**src/rtl/linecard_uram_rd_arbiter.sv**
```systemverilog
// Round-robin arbiter for the shared RX FIFO URAM read port, with burst lock and
// a tag pipeline that returns each read result to the requester that issued it.
module linecard_uram_rd_arbiter #(
  parameter int NUM_REQ    = 4,
  parameter int ADDR_WIDTH = 17,
  parameter int DATA_WIDTH = 72,
  parameter int RD_LATENCY = 3,
  parameter int MAX_BURST  = 16
) (
  input  logic                                 clk,
  input  logic                                 areset_n,
  input  logic [NUM_REQ-1:0]                   req_en,
  input  logic [NUM_REQ-1:0][ADDR_WIDTH-1:0]   req_addr,
  input  logic [NUM_REQ-1:0]                   req_last,
  output logic [NUM_REQ-1:0]                   req_ready,
  output logic                                 uram_rd_en,
  output logic [ADDR_WIDTH-1:0]                uram_rd_addr,
  input  logic [DATA_WIDTH-1:0]                uram_rd_data,
  output logic [NUM_REQ-1:0]                   rsp_valid,
  output logic [DATA_WIDTH-1:0]                rsp_data
);

  localparam int                TAG_W       = $clog2(NUM_REQ);
  localparam int                CNT_W       = $clog2(MAX_BURST + 1);
  localparam logic [TAG_W:0]    NUM_REQ_W   = (TAG_W + 1)'(NUM_REQ);
  localparam logic [CNT_W-1:0]  MAX_BURST_W = CNT_W'(MAX_BURST);
  localparam bit                LOCK_EN     = (MAX_BURST > 1);

  typedef enum logic {
    ST_IDLE,
    ST_LOCKED
  } state_t;

  state_t             state;
  logic [TAG_W-1:0]   owner;
  logic [TAG_W-1:0]   rr_ptr;
  logic [CNT_W-1:0]   burst_cnt;

  logic [TAG_W-1:0]   grant_idx;
  logic               grant_any;
  logic               accept;
  logic               grant_last;
  logic [TAG_W:0]     cand;
  logic [TAG_W:0]     rr_inc;
  logic [TAG_W-1:0]   rr_next;
  logic [CNT_W-1:0]   cnt_next;

  logic [TAG_W-1:0]   issue_tag;
  logic [RD_LATENCY:1] pipe_vld;
  logic [TAG_W-1:0]   pipe_tag [1:RD_LATENCY];

  // Grant: a locked owner keeps the port even while idle; otherwise rotate from rr_ptr.
  always_comb begin
    // NOTE: every signal gets a default before any branch so no latch is inferred.
    grant_idx = '0;
    grant_any = 1'b0;
    cand      = '0;
    if (state == ST_LOCKED) begin
      grant_idx = owner;
      grant_any = 1'b1;
    end else begin
      // Walk from the far end so the candidate nearest rr_ptr is written last and wins.
      for (int k = NUM_REQ - 1; k >= 0; k--) begin
        cand = {1'b0, rr_ptr} + (TAG_W + 1)'(k);
        if (cand >= NUM_REQ_W) cand = cand - NUM_REQ_W;
        if (req_en[cand[TAG_W-1:0]]) begin
          grant_idx = cand[TAG_W-1:0];
          grant_any = 1'b1;
        end
      end
    end
    req_ready            = '0;
    req_ready[grant_idx] = grant_any;
  end

  assign accept     = grant_any & req_en[grant_idx];
  assign grant_last = req_last[grant_idx];
  assign rr_inc     = {1'b0, grant_idx} + 1'b1;
  assign rr_next    = (rr_inc == NUM_REQ_W) ? '0 : rr_inc[TAG_W-1:0];
  assign cnt_next   = burst_cnt + 1'b1;

  always_ff @(posedge clk or negedge areset_n) begin
    if (!areset_n) begin
      state     <= ST_IDLE;
      owner     <= '0;
      rr_ptr    <= '0;
      burst_cnt <= '0;
    end else if (accept) begin
      // NOTE: sequential state uses non-blocking assignments so every flop sees pre-edge values.
      rr_ptr <= rr_next;
      case (state)
        ST_IDLE: begin
          if (!grant_last && LOCK_EN) begin
            state     <= ST_LOCKED;
            owner     <= grant_idx;
            burst_cnt <= CNT_W'(1);
          end
        end
        ST_LOCKED: begin
          // Release on the last beat or when the burst budget is used up.
          if (grant_last || cnt_next == MAX_BURST_W) begin
            state     <= ST_IDLE;
            burst_cnt <= '0;
          end else begin
            burst_cnt <= cnt_next;
          end
        end
        default: state <= ST_IDLE;
      endcase
    end
  end

  // Issue stage plus tag pipeline; stage k is valid k cycles after uram_rd_en.
  always_ff @(posedge clk or negedge areset_n) begin
    if (!areset_n) begin
      // NOTE: the tag pipeline is reset so reads in flight at reset never produce a response.
      uram_rd_en   <= 1'b0;
      uram_rd_addr <= '0;
      issue_tag    <= '0;
      pipe_vld     <= '0;
      for (int k = 1; k <= RD_LATENCY; k++) pipe_tag[k] <= '0;
    end else begin
      uram_rd_en <= accept;
      if (accept) begin
        uram_rd_addr <= req_addr[grant_idx];
        issue_tag    <= grant_idx;
      end
      pipe_vld[1] <= uram_rd_en;
      pipe_tag[1] <= issue_tag;
      for (int k = 2; k <= RD_LATENCY; k++) begin
        pipe_vld[k] <= pipe_vld[k-1];
        pipe_tag[k] <= pipe_tag[k-1];
      end
    end
  end

  always_comb begin
    rsp_valid = '0;
    if (pipe_vld[RD_LATENCY]) rsp_valid[pipe_tag[RD_LATENCY]] = 1'b1;
  end

  assign rsp_data = uram_rd_data;

endmodule
```
**config.mk**
```make
export PLATFORM = sky130hd
export DESIGN_NAME = linecard_uram_rd_arbiter
export DESIGN_NICKNAME = d
export VERILOG_FILES = /design/src/rtl/linecard_uram_rd_arbiter.sv
export SDC_FILE = /design/constraint.sdc
export NUM_CORES = 1
export LEC_CHECK = 0
export ABC_AREA = 1
export BUFFER_PORTS_ARGS = -buffer_cell sky130_fd_sc_hd__buf_2
export CAP_MARGIN = 20
export CORE_AREA = 2 2 96 98
export CTS_BUF_LIST = sky130_fd_sc_hd__clkbuf_4 sky130_fd_sc_hd__clkbuf_8
export CTS_CLUSTER_SIZE = 40
export DETAILED_ROUTE_END_ITERATION = 8
export DIE_AREA = 0 0 98 100
export PLACE_DENSITY = 0.73
export SYNTH_ARGS = -nofsm -noshare
export SYNTH_HDL_FRONTEND = slang
export SYNTH_SLANG_ARGS = --single-unit
export TNS_END_PERCENT = 10
```
**constraint.sdc**
```tcl
create_clock -name clk -period 3.65 [get_ports clk]
set_clock_uncertainty 0.1 [all_clocks]
set_input_delay 0.9125 -clock clk [delete_from_list [all_inputs] [get_ports clk]]
set_output_delay 0.9125 -clock clk [all_outputs]
set_load 0.03 [all_outputs]
```
==> parameters.txt <==
Parameter                              Value

Status
  Run status ... completed

Drt
  Remaining design rule violation count ... 0
  Post-detailed-route count of antenna-violating nets ... 0
  Via-to-Cell Ratio ... 4.84
  Number of vias after detailed routing ... 2642
  First-iteration detailed-routing DRC count ... 120
  Final wirelength ... 8.79 mm
  Post-DR wirelength/cell ... 16.1 um
  Detailed-router iteration count before antenna repair ... 5

STA
  Top achievable clock speed ... 0.287 GHz
  Count of final setup violators ... 0
  Max-slew headroom ... 42.0%
  Fin crit share ... 95.6%
  Final hold vios ... 0
  Final number of max-transition violations ... 0
  Setup TNS after final layout ... 0 ns
  Worst-margin pin slew ... 0.870 ns
  Minimum period implied by the final worst setup slack ... 3.49 ns

Synth
  Dominant cell by count in the synthesized netlist ... nand2_1
  Fraction of synthesis flops using an asynchronous set or reset pin ... 100%
  Top cells by count, synth ... 97 x nand2_1, 77 x buf_4, 45 x nor2_1, 39 x dfrtp_1, 31 x o21ai_0
  Yosys cell types ... 32
  Most frequently used flop master after synthesis ... dfrtp_1
  Part of the Yosys area used for sequential elements ... 32.4%
  Post-synth design cell area ... 0.00301 mm^2
  Top cells by area, synth ... dfrtp_1 32%, buf_4 19%, nand2_1 12%, nor2_1 5.6%, o21ai_0 5.2%
  Area share of the leading cell type in the synthesized netlist ... 32.4%
  Mean instance size in the synthesized netlist ... 7.47 um^2
  Post-synthesis cell type with the largest combined area ... dfrtp_1
  Count of flip-flops with a built-in enable after synthesis ... 0
  Number of standard cells after synthesis ... 403
  Number of synthesis warnings ... 0
  Syn nets ... 558
  Number of synthesized register bits ... 39

Worst setup path
  Data arrival time of the worst path ... 2.48 ns
  Slowest stage cell on the critical path ... a21boi_4
  CP peak stage delay ... 0.24 ns
  Start-to-end type of the worst setup path ... in2out
  Biggest fanout along the worst timing path ... 5
  Element type at the critical path end ... primary output
  Crit Reg-Reg Endpoint ... owner[0]$_DFFE_PN0P_
  Worst reg2reg path depth ... 15
  Reg-to-reg critical path startpoint ... rr_ptr[0]$_DFFE_PN0P_
  Req. time, crit path ... 2.64 ns
  Crit path cell chain ... buf_2, inv_1, nand2_1, nand3_1, inv_1, nor2_1, o21ai_1, nand2_1, a21boi_4, nand3_2, nand2_4, nor2_4, nor2_1, buf_4
  Launching element type of the critical path ... input pin
  R2r setup slk ... 0.95 ns

Clock network
  TritonCTS buffer count ... 5
  Post-CTS repair timing setup buffer count ... 0
  CTS Root Cell ... clkbuf_8
  Clock transition at the registers of the reported paths ... 0.07 ns
  Max H-tree Level ... 2
  Clock Tree Buf Depth ... 2
  Later-pin clock latency in the skew report ... 0.29 ns
  TritonCTS clock tree ... done
  Num Clock Sinks ... 39

Die
  Die Y-Extent ... 100 um
  Initial standard-cell utilization of the core ... 33.9%
  Die area ... 0.00980 mm^2
  Placeable core region ... 0.00889 mm^2
  Die width ... 98 um
  I/O pin count ... 248
  Core Rows ... 35

Hold path
  Hold Path Sink ... pipe_vld[2]$_DFF_PN0_
  Worst hold path depth ... 0
  Hold wc startpoint ... pipe_vld[1]$_DFF_PN0_
  Worst Hold Class ... reg2reg

Pwr
  Power density cells ... 1280 mW/mm^2
  Max VDD drop ... 0.000530 V
  Leakage dissipation ... 1.71 nW

Layout
  Antenna diodes ... 0
  Fraction of layout instances using a drive strength above 1 ... 34.5%
  Final Non-Filler Cells ... 546
  Layout Area Growth over Synthesis ... 6.82%
  Layout Nets ... 589
  Final-layout fill cell count ... 975
  Post-route core utilization ... 36.2%

Global route
  Via count of the first global-routing pass ... 2653
  First-pass GRT wire length ... 13.9 mm
  Total congestion overflow after global routing ... 0
  Total global-route track usage ... 17.6%
  Initial antenna violation count ... 0
  Pin count of the biggest net entering global routing ... 40

Placed design
  Weighted congestion at the end of routability-driven global placement ... 0.911
  Input/output buffers ... 103
  Placed insts ... 538
  Total half-perimeter wirelength after legalization and detailed placement ... 7.08 mm

Flow run
  Number of max-cap violations ... 0
## power by group
part,internal [mW],switching (mW)
clock,0.221,0.148
combinational,0.964,1.98
sequential,0.664,0.132
total,1.85,2.26
## layer usage
layer  up-vias  GRT usage, %  wire length, um
li1       1285             -                -
met1      1201          19.1             3120
met2       148          31.8             4590
met3         8          8.08             1000
met4         0          3.53               76
met5         -             0                0
## sequential cells by signal, summed over array words and instances, names as in the netlist
signal / count
rr_ptr: 2
burst_cnt: 5
pipe_tag: 6
issue_tag: 2
uram_rd_addr: 17
owner: 2
pipe_vld: 3
state: 1
uram_rd_en: 1
## cell type report
type | instances | area, um^2 | area share, %
Clock inverter | 2 | 35.0 | 1.09
Timing Repair Buffer | 112 | 591 | 18.4
Tap cell | 111 | 139 | 4.32
Sequential cell | 39 | 977 | 30.4
Inverter | 23 | 103 | 3.19
Clock buffer | 6 | 82.6 | 2.57
Multi-Input combinational cell | 253 | 1290 | 40.1
## how the worst max path moves through the flow
stage / startpoint / cells after the start / endpoint / slack [ns]
5_1_grt: req_en[0] / 14 / req_ready[1] / -0.02
4_1_cts: rr_ptr[0]$_DFFE_PN0P_ / 13 / req_ready[1] / 0.1
3_5_place_dp: req_en[1] / 16 / req_ready[1] / 0.11
6_report: req_en[0] / 14 / req_ready[1] / 0.16
3_3_place_gp: req_en[1] / 16 / req_ready[1] / 0.22
2_1_floorplan: req_en[1] / 14 / req_ready[2] / 0.16
## critical path: cells and delay by family
family,cells,cell delay (ns)
compound gates,2,0.37
buf+inv,4,0.39
simple gates,8,0.79
## cells in the final DEF, fill, tap and decap left out, types with 2 or more instances in the layout
| cell | n |
|---|---|
| nor2_1 | 45 |
| o21ai_2 | 3 |
| clkbuf_8 | 6 |
| dfrtp_1 | 38 |
| nand2_4 | 2 |
| nand3_1 | 15 |
| xor2_1 | 2 |
| nand2_1 | 96 |
| inv_1 | 18 |
| nand2_2 | 6 |
| nor3_1 | 4 |
| buf_2 | 100 |
| nand3_4 | 2 |
| o21ai_0 | 31 |
| o22ai_1 | 17 |
| inv_2 | 3 |
| ha_1 | 5 |
| o21ai_1 | 10 |
| nand3_2 | 5 |
| buf_4 | 12 |
## through the flow
stage	hold WS, ns	setup slack [ns]	instance area [um^2]	total power, mW
6_report	0.251	0.160	3220	4.11
5_1_grt	0.258	-0.0193	3220	4.57
4_1_cts	0.252	0.0953	3170	4.06
3_5_place_dp	0.235	0.114	3050	3.67
3_3_place_gp	0.232	0.223	3050	3.61
2_1_floorplan	0.231	0.158	3010	3.24
## cell families (layout without fill, tap and decap cells)
kind of cell / after synthesis / after routing / share of synthesized area [%]
and+or+nand+nor: 180 / 180 / 26.3
buffers and inverters: 111 / 143 / 26.1
DFF: 39 / 39 / 32.4
adders and majority gates: 5 / 5 / 2.08
xor gates and xnor gates: 2 / 2 / 0.582
AOI/OAI and AO/OA: 66 / 66 / 12.5
## what timing repair did
item                       CTS  global route
resized for setup            0            15
setup endpoints to repair    0             4
hold buffers                 0             0
Note: power is estimated with default switching activity, not from simulation.
